## config.mk

```make
export PLATFORM = sky130hd
export DESIGN_NAME = pipe_out_buffer
export DESIGN_NICKNAME = d
export VERILOG_FILES = /design/src/rtl/pipe_pkg.sv /design/src/rtl/pipe_fifo.sv /design/src/rtl/pipe_out_buffer.sv
export SDC_FILE = /design/constraint.sdc
export NUM_CORES = 1
export LEC_CHECK = 0
export BUFFER_PORTS_ARGS = -buffer_cell sky130_fd_sc_hd__buf_2
export CAP_MARGIN = 10
export CORE_UTILIZATION = 57
export DETAILED_ROUTE_END_ITERATION = 12
export HOLD_SLACK_MARGIN = 0.08
export PLACE_DENSITY = 0.78
export SLEW_MARGIN = 25
export SYNTH_ARGS = -nofsm -noshare
export SYNTH_HDL_FRONTEND = slang
export SYNTH_HIERARCHICAL = 1
export SYNTH_SLANG_ARGS = --single-unit
```

## constraint.sdc

```tcl
create_clock -name clk -period 2.96 [get_ports clk]
set_input_delay 0.592 -clock clk [delete_from_list [all_inputs] [get_ports clk]]
set_output_delay 0.592 -clock clk [all_outputs]
set_load 0.005 [all_outputs]
```

## src/rtl/pipe_pkg.sv

```systemverilog
// pipe_pkg: shared constants and types for the pipe_ex output buffer slice.
//   PIPE_N      - data width of pipe_ex results
//   PIPE_LAT    - pipe_ex latency in clocks
//   PIPE_DEPTH  - output FIFO depth (power of two)
//   CNT_W       - width of an occupancy count covering 0..PIPE_DEPTH
//   pipe_data_t - one pipe_ex result word
package pipe_pkg;

    localparam int PIPE_N     = 10;
    localparam int PIPE_LAT   = 3;
    localparam int PIPE_DEPTH = 4;
    localparam int CNT_W      = $clog2(PIPE_DEPTH) + 1;

    typedef logic [PIPE_N-1:0] pipe_data_t;

endpackage

```

## src/rtl/pipe_fifo.sv

```systemverilog
// pipe_fifo: generic synchronous FIFO with a registered head output.
// Ports:
//   clk, rst_n  - clock, asynchronous active-low reset
//   push, din   - write request and data (ignored when full unless popping)
//   pop         - read request (ignored when empty)
//   dout        - registered head value; holds its last value once empty
//   count       - occupancy 0..DEPTH
//   full, empty - occupancy flags
module pipe_fifo #(
    parameter int W     = 10,
    parameter int DEPTH = 4
) (
    input  logic                       clk,
    input  logic                       rst_n,
    input  logic                       push,
    input  logic                       pop,
    input  logic [W-1:0]               din,
    output logic [W-1:0]               dout,
    output logic [$clog2(DEPTH):0]     count,
    output logic                       full,
    output logic                       empty
);

    localparam int AW = $clog2(DEPTH);
    localparam int CW = AW + 1;

    logic [W-1:0]  mem [DEPTH];
    logic [AW-1:0] wr_ptr;
    logic [AW-1:0] rd_ptr;
    logic [AW-1:0] rd_nxt;
    logic [CW-1:0] cnt;
    logic [W-1:0]  dout_q;
    logic          wr_en;
    logic          rd_en;

    assign full   = (cnt == CW'(DEPTH));
    assign empty  = (cnt == '0);
    // A pop frees the slot the same edge, so a full FIFO still takes a push.
    assign wr_en  = push && (!full || pop);
    assign rd_en  = pop && !empty;
    assign rd_nxt = rd_ptr + 1'b1;
    assign dout   = dout_q;
    assign count  = cnt;

    always_ff @(posedge clk) begin
        if (wr_en) begin
            mem[wr_ptr] <= din;
        end
    end

    always_ff @(posedge clk or negedge rst_n) begin
        if (!rst_n) begin
            wr_ptr <= '0;
            rd_ptr <= '0;
            cnt    <= '0;
            dout_q <= '0;
        end else begin
            if (wr_en) begin
                wr_ptr <= wr_ptr + 1'b1;
            end
            if (rd_en) begin
                rd_ptr <= rd_nxt;
            end
            case ({wr_en, rd_en})
                2'b10:   cnt <= cnt + 1'b1;
                2'b01:   cnt <= cnt - 1'b1;
                default: cnt <= cnt;
            endcase
            // Head register: next stored entry, or the incoming word when it
            // becomes the head; otherwise it keeps the last value shown.
            if (rd_en) begin
                if (cnt > CW'(1)) begin
                    dout_q <= mem[rd_nxt];
                end else if (wr_en) begin
                    dout_q <= din;
                end
            end else if (wr_en && empty) begin
                dout_q <= din;
            end
        end
    end

endmodule

```

## src/rtl/pipe_out_buffer.sv

```systemverilog
// pipe_out_buffer: captures valid pipe_ex results into a FIFO and presents
// them on a ready/valid port. pipe_ex cannot stall, so results arriving
// while the FIFO is full are dropped and flagged in a sticky overflow bit.
// Ports:
//   clk, rst_n         - shared clock, asynchronous active-low reset
//   issue_valid        - operands presented to pipe_ex this cycle are real
//   f_in               - F result from pipe_ex
//   out_valid/out_ready/out_data - output handshake and FIFO head
//   count              - FIFO occupancy
//   overflow, clr_ovf  - sticky drop flag and its synchronous clear
//   sum_out            - running sum of popped data (PIPE_OUT_SUM_EN only)
// Optional feature macro: PIPE_OUT_SUM_EN.
module pipe_out_buffer
    import pipe_pkg::*;
#(
    parameter int N     = PIPE_N,
    parameter int LAT   = PIPE_LAT,
    parameter int DEPTH = PIPE_DEPTH
) (
    input  logic                     clk,
    input  logic                     rst_n,
    input  logic                     issue_valid,
    input  logic [N-1:0]             f_in,
    output logic                     out_valid,
    input  logic                     out_ready,
    output logic [N-1:0]             out_data,
    output logic [$clog2(DEPTH):0]   count,
    output logic                     overflow,
    input  logic                     clr_ovf
`ifdef PIPE_OUT_SUM_EN
    ,
    output logic [N+7:0]             sum_out
`endif
);

    logic [LAT-1:0] vld_pipe;
    logic           push;
    logic           pop;
    logic           full;
    logic           empty;

    // Valid delay line: bit LAT-1 lines up with f_in for the same operands.
    always_ff @(posedge clk or negedge rst_n) begin
        if (!rst_n) begin
            vld_pipe <= '0;
        end else begin
            vld_pipe[0] <= issue_valid;
            for (int i = 1; i < LAT; i++) begin
                vld_pipe[i] <= vld_pipe[i-1];
            end
        end
    end

    assign push      = vld_pipe[LAT-1];
    assign out_valid = !empty;
    assign pop       = out_valid && out_ready;

    pipe_fifo #(
        .W     (N),
        .DEPTH (DEPTH)
    ) u_fifo (
        .clk   (clk),
        .rst_n (rst_n),
        .push  (push),
        .pop   (pop),
        .din   (f_in),
        .dout  (out_data),
        .count (count),
        .full  (full),
        .empty (empty)
    );

    // A drop sets the flag even if clr_ovf is asserted on the same edge.
    always_ff @(posedge clk or negedge rst_n) begin
        if (!rst_n) begin
            overflow <= 1'b0;
        end else if (push && full && !pop) begin
            overflow <= 1'b1;
        end else if (clr_ovf) begin
            overflow <= 1'b0;
        end
    end

`ifdef PIPE_OUT_SUM_EN
    always_ff @(posedge clk or negedge rst_n) begin
        if (!rst_n) begin
            sum_out <= '0;
        end else if (clr_ovf) begin
            sum_out <= '0;
        end else if (pop) begin
            sum_out <= sum_out + {8'b0, out_data};
        end
    end
`endif

endmodule

```

* Yosys cells after proc, flatten, opt, wreduce, memory -nomap -nowiden
Memory sizes are Yosys's and may differ from the RTL's.
Index checks and enable logic that the tools add are counted.
** Word-level totals
- Output and inout port bits :: 15
- Memories kept :: 1
- Register bits after elaboration :: 21
- RAM bits :: 40
- Word-level logic and storage cells :: 40
- Input bits :: 15
** Operators by class
- $lt $le $gt $ge :: 1
- Add/subtract/negate cells :: 4
- Muxes and demuxes :: 9
- Equal/unequal tests :: 4
- Reductions and logical operators :: 15
** Memory list
- u_fifo.mem :: depth 4, width 10, read ports 1, clocked after memory_dff 0, write ports 1, RTL line pipe_fifo.sv:27 : logic [W-1:0] mem [DEPTH];
** Operator list (count)
- two-way mux 10 bit :: 4
- logical AND 1 bit :: 6
- one-hot mux 3 bit (2 select lines) :: 1
- nonzero test 2 bit :: 3
- adder 2 x 1 -> 2 bit (second input constant) :: 2
- two-way mux 1 bit :: 4
- adder 3 x 1 -> 3 bit (second input constant) :: 1
- equality test 3 bit (second input constant) :: 1
- greater-than comparator 3 x 1 -> 1 bit (second input constant) :: 1
- zero test 1 bit :: 3
- zero test 3 bit :: 1
- != test 3 x 2 -> 1 bit (second input constant) :: 1
- subtractor 3 x 1 -> 3 bit (second input constant) :: 1
- equality test 2 x 1 -> 1 bit (second input constant) :: 1
- equality test 2 bit (second input constant) :: 1
- AND reduction 2 bit :: 1
- logical OR 1 bit :: 1

* Logic depth before layout (Yosys ltp)
- Depth after elaboration :: 8
- Gate-level depth with buffers :: 11
- Gate-level depth less buffers :: 11

* By module
The synthesis kept the hierarchy.
** Modules (own cells, without submodules)
- pipe_fifo :: sequential area each 1626.6 um^2, times used 1, area an instance 2499.9 um^2, cells each 137
- pipe_out_buffer :: sequential area each 100.1 um^2, times used 1, area an instance 137.6 um^2, cells each 9

* Worst setup path before layout
No wires, ideal clock.
- Path kind :: register to register
- From :: reg u_fifo.cnt[0] (netlist: u_fifo/count[0])
- To :: reg u_fifo.dout_q[9] (netlist: u_fifo/dout[9])
- Required time :: 2.835 ns
- Setup time :: 0.125 ns
- Path slack :: 0.444 ns
- Cell stages (with the launch flop) :: 11
- Data arrival time :: 2.391 ns
- Path through :: dfrtp_1 > inv_1 > ha_1 > nand2b_4 > inv_1 > nor2b_4 > o21a_1 > inv_1 > ha_1 > a32oi_4 > mux2_2
** Between the ends
- Longest elaborated chain between the ends :: 8
- Elaborated cells on any way between the ends :: 15
** RTL lines
- start, declared :: RTL line pipe_fifo.sv:31 : logic [CW-1:0] cnt;
- start signal, assigned :: RTL line pipe_fifo.sv:65 : 2'b10: cnt <= cnt + 1'b1;
- start signal, assigned :: RTL line pipe_fifo.sv:66 : 2'b01: cnt <= cnt - 1'b1;
- start signal, assigned :: RTL line pipe_fifo.sv:67 : default: cnt <= cnt;
- zero test 3 bit (*) :: RTL line pipe_fifo.sv:37 : assign empty = (cnt == '0);
- named net empty :: RTL line pipe_out_buffer.sv:40 : logic empty;
- zero test 1 bit (*) :: RTL line pipe_out_buffer.sv:55 : assign out_valid = !empty;
- logical AND 1 bit (*) :: RTL line pipe_out_buffer.sv:56 : assign pop = out_valid && out_ready;
- named net pop :: RTL line pipe_out_buffer.sv:38 : logic pop;
- logical OR 1 bit :: RTL line pipe_fifo.sv:39 : assign wr_en = push && (!full || pop);
- logical AND 1 bit :: RTL line pipe_fifo.sv:39
- logical AND 1 bit :: RTL line pipe_fifo.sv:77 : end else if (wr_en && empty) begin
- nonzero test 2 bit (no source line)
- AND reduction 2 bit (no source line)
- end signal, assigned :: RTL line pipe_fifo.sv:73 : dout_q <= mem[rd_nxt];
- end signal, assigned :: RTL line pipe_fifo.sv:75 : dout_q <= din;
- end signal, assigned :: RTL line pipe_fifo.sv:78 : dout_q <= din;
- end, declared :: RTL line pipe_fifo.sv:32 : logic [W-1:0] dout_q;
Mark *: on every way through the listed nets, which the timed path passes. The rest lies on a longest branch.
A chain may end at the register's enable or synchronous reset.

* Worst setup path after layout
Ends and elaborated chain as after synthesis.

==> impl_summary.txt <==
----------------------------------------------------
[Yosys]
  Net count of the mapped netlist ... 171
  Post-synth top flop ... edfxtp_1
  Synthesized area ... 2640 um^2
  Number of flops mapped to enable cells by yosys ... 40
  Mean instance size in the synthesized netlist ... 18.1 um^2
  Yosys reg bits ... 61
  Distinct cell type count of the synthesized netlist ... 27
  Fraction of post-synthesis cell area in the top cell type by area ... 45.5%
  Warnings, synthesis ... 6
  Share of flip-flops with an asynchronous set or reset ... 34.4%
  Biggest area contributors in the synthesized netlist ... edfxtp_1 (46%), dfrtp_1 (20%), mux4_2 (7.7%), mux2_4 (5.1%), ha_1 (4.7%)
  Cell count after synthesis ... 146
  Post-synthesis sequential area ratio ... 65.5%
  Cell type contributing the most total cell area after synthesis ... edfxtp_1

[Clocking]
  Cts-stage hold buffer count ... 0
  CTS Root Buffer Type ... clkbuf_8
  Clock tree from TritonCTS ... yes
  Post-CTS clock slew at the launch and capture registers of the worst setup and hold paths ... 0.07 ns
  Number of sinks driven by the clock tree ... 61
  Number of buffers on the longest clock path ... 2
  H-tree level count ... 3
  Number of buffers added by the clock tree synthesis step ... 9
  Clock network latency to the later pin of the worst-skew pair ... 0.32 ns

[Worst setup path]
  Cells along the critical path ... inv_1 -> ha_1 -> nand2b_4 -> inv_1 -> nor2b_4 -> o21a_1 -> inv_1 -> ha_1 -> a32oi_4 -> buf_12 -> mux2_2
  Peak per-stage delay on the critical path ... 0.46 ns
  WP data arrival ... 2.95 ns
  Crit path max-delay family ... compound AO/OA/AOI/OAI gates
  FF-to-FF path depth ... 11
  Kind of capture point of the worst setup path ... flop
  Worst reg2reg path startpoint ... u_fifo/count[0]
  Worst reg-to-reg setup slack ... 0.22 ns
  Data required time of the critical path ... 3.17 ns
  Launching element type of the critical path ... flop
  Path type of the worst setup path ... reg -> reg
  Crit path top cell by count ... inv_1
  Cell type of the slowest stage on the worst timing path ... dfrtp_1
  Highest fanout seen on the critical path ... 10
  CP Buf/Inv Count ... 4
  Reg2Reg Capture Point ... u_fifo/dout[9]

[Routing]
  Vias after detailed routing ... 1334
  Detailed-routing iteration count for the pre-antenna-repair pass ... 4
  Per-cell routed wire length ... 19.3 um
  Uppermost metal layer occupied by signal nets ... met4
  DRC ... 0
  Met2 routed wirelength ... 2360 um
  Final wirelength ... 4680 um
  Wire length on met1 ... 2070 um
  Number of antenna-violating nets in the routed design ... 0
  Met3 Routed Length ... 174 um
  Vias per cell ... 5.51
  First DRT Iteration DRCs ... 90

[Pwr]
  Internal Dissipation ... 0.00245 W
  Static leakage power ... 1.27 nW
  Worst vdd ir ... 0.664 mV
  Portion of total power attributed to combinational logic ... 33.7%
  Sw Pwr ... 0.00101 W
  Switching power as a share of total power ... 29.3%
  Relative contribution of the clock network to total power ... 27.1%
  Power density normalized to cell area ... 1110 nW/um^2
  Sequential fraction of design power ... 39.2%

[Finish]
  Fin util ... 70.5%
  Antenna diode instance count ... 0
  Nets ... 210
  Layout Area Growth over Synthesis ... 18.0%
  Final-layout fill cell count ... 278
  Final cell count without fillers ... 242
  Layout cells sized above 1 ... 42.1%

[Die]
  Number of ports placed on the die boundary ... 30
  Die width ... 70.0 um
  Number of placement rows ... 24
  Die Ht ... 70.0 um
  Die Footprint ... 4900 um^2
  Initial standard-cell utilization of the core ... 59.8%
  Core area ... 4410 um^2

[STA]
  Count of final hold-check violations ... 0
  Slew of the pin with the lowest slew margin ... 0.731 ns
  Final setup vio count ... 0
  Count of final max-slew check failures ... 0
  Setup total negative slack ... 0 ns
  Part of the cycle the worst path needs ... 92.6%
  Highest attainable clock frequency ... 0.365 GHz
  Setup repair after global routing missed its margin ... false
  Clock Skew ... 0.00546 ns
  Normalized max-slew margin ... 51.2%
  Shortest clock period the worst path allows after layout ... 2.74 ns

[Placement]
  Post-DP HPWL ... 3050 um
  Number of placed instances, taps included ... 225
  Port-buffer cells ... 29
  Placer's final routability congestion estimate ... 0.833

[Global route]
  Total Routing Usage GR ... 21.8%
  Via count of the first global-routing pass ... 1465
  Wire length of the first global-routing pass ... 7690 um
  Number of antenna violations at the first check in global routing ... 0
  Largest net degree at the start of global routing ... 22
  Sum of overflow across all layers after global routing ... 0

[Hold path]
  Path class of the lowest-slack min-delay path ... in -> async

[Flow run]
  MaxCap Viol Count ... 0

[Outcome]
  Run status ... completed

----------------------------------------------------
layout make-up:
| cell class | instances | area (um^2) | area share [%] |
|---|---|---|---|
| multi-input combinational | 71 | 851 | 27.3 |
| sequential | 61 | 1730 | 55.5 |
| timing repair buffer | 30 | 165 | 5.31 |
| clock inverter | 3 | 90.1 | 2.90 |
| clock buffer | 13 | 169 | 5.43 |
| inverter | 12 | 45.0 | 1.45 |
| tap | 52 | 65.1 | 2.09 |
flip-flops by register name (all words and copies together) (netlist names):
name,count
u_fifo/mem,40
u_fifo/dout,10
u_fifo/count,3
vld_pipe,3
u_fifo/rd_ptr,2
u_fifo/wr_ptr,2
overflow,1
layout by cell type, fill, tap and decap left out, drive strengths merged:
master	count
a211oi	1
a21o	1
a32oi	1
and2	4
buf	30
bufinv	3
clkbuf	13
dfrtp	21
edfxtp	40
ha	10
inv	12
mux2	20
mux2i	1
mux4	10
nand2	8
nand2b	2
nor2	1
nor2b	1
o21a	1
o21ai	3
o21bai	1
o22ai	1
xnor2	5
cell usage after synthesis, drive strengths merged (2+ instances only):
cell type	count
xnor2	5
mux2	20
edfxtp	40
and2	4
mux4	10
nand2	8
dfrtp	21
buf	2
inv	12
ha	10
nand2b	2
o21ai	3
per-stage QoR:
step | setup slack, ns | cell area [um^2] | power (W) | hold slack (ns)
6_report | 0.220 | 3110 | 0.00346 | 0.217
5_1_grt | 0.0711 | 3110 | 0.00365 | 0.246
4_1_cts | 0.102 | 3090 | 0.00346 | 0.223
3_5_place_dp | 0.123 | 2830 | 0.00251 | 0.343
3_3_place_gp | 0.346 | 2830 | 0.00244 | 0.332
2_1_floorplan | 0.444 | 2640 | 0.00218 | 0.296
logic make-up after synthesis:
| logic type | count (synthesis) | synth area share (%) |
|---|---|---|
| AOI/OAI and AO/OA | 9 | 3.37 |
| xor gates and xnor gates | 5 | 1.66 |
| adders and majority gates | 10 | 4.74 |
| DFF | 61 | 65.5 |
| and+or+nand+nor | 16 | 3.61 |
| buffers and inverters | 14 | 2.28 |
| muxes | 31 | 18.9 |
what timing repair did:
item / in CTS / in global routing
setup buffers: 0 / 1
gates resized for setup: 0 / 0
setup endpoints to repair: 0 / 5
power groups by stage:
| stage | clock, W | sequential (W) | combinational [W] |
|---|---|---|---|
| global route | 0.000989 | 0.00139 | 0.00127 |
| global placement | 0 | 0.00136 | 0.00108 |
| detailed placement | 0 | 0.00138 | 0.00113 |
| finish | 0.000939 | 0.00136 | 0.00117 |
| floorplan | 0 | 0.00128 | 0.000898 |
| CTS | 0.000950 | 0.00137 | 0.00114 |
layer usage:
layer	global-route usage [%]	vias up
met3	4.91	9
met5	0	-
li1	-	618
met1	28.9	672
met4	10.0	0
met2	34.7	35
worst max-delay path by stage:
stage	slack, ns	endpoint	startpoint	cells after the start
3_5_place_dp	0.12	u_fifo/dout[9]	u_fifo/count[0]	10
2_1_floorplan	0.44	u_fifo/dout[9]	u_fifo/count[0]	10
6_report	0.22	u_fifo/dout[9]	u_fifo/count[0]	11
5_1_grt	0.07	u_fifo/dout[9]	u_fifo/count[0]	11
3_3_place_gp	0.35	u_fifo/dout[9]	u_fifo/count[0]	10
4_1_cts	0.10	u_fifo/dout[9]	u_fifo/count[0]	10
No activity file was read; power rests on OpenSTA's default activity.
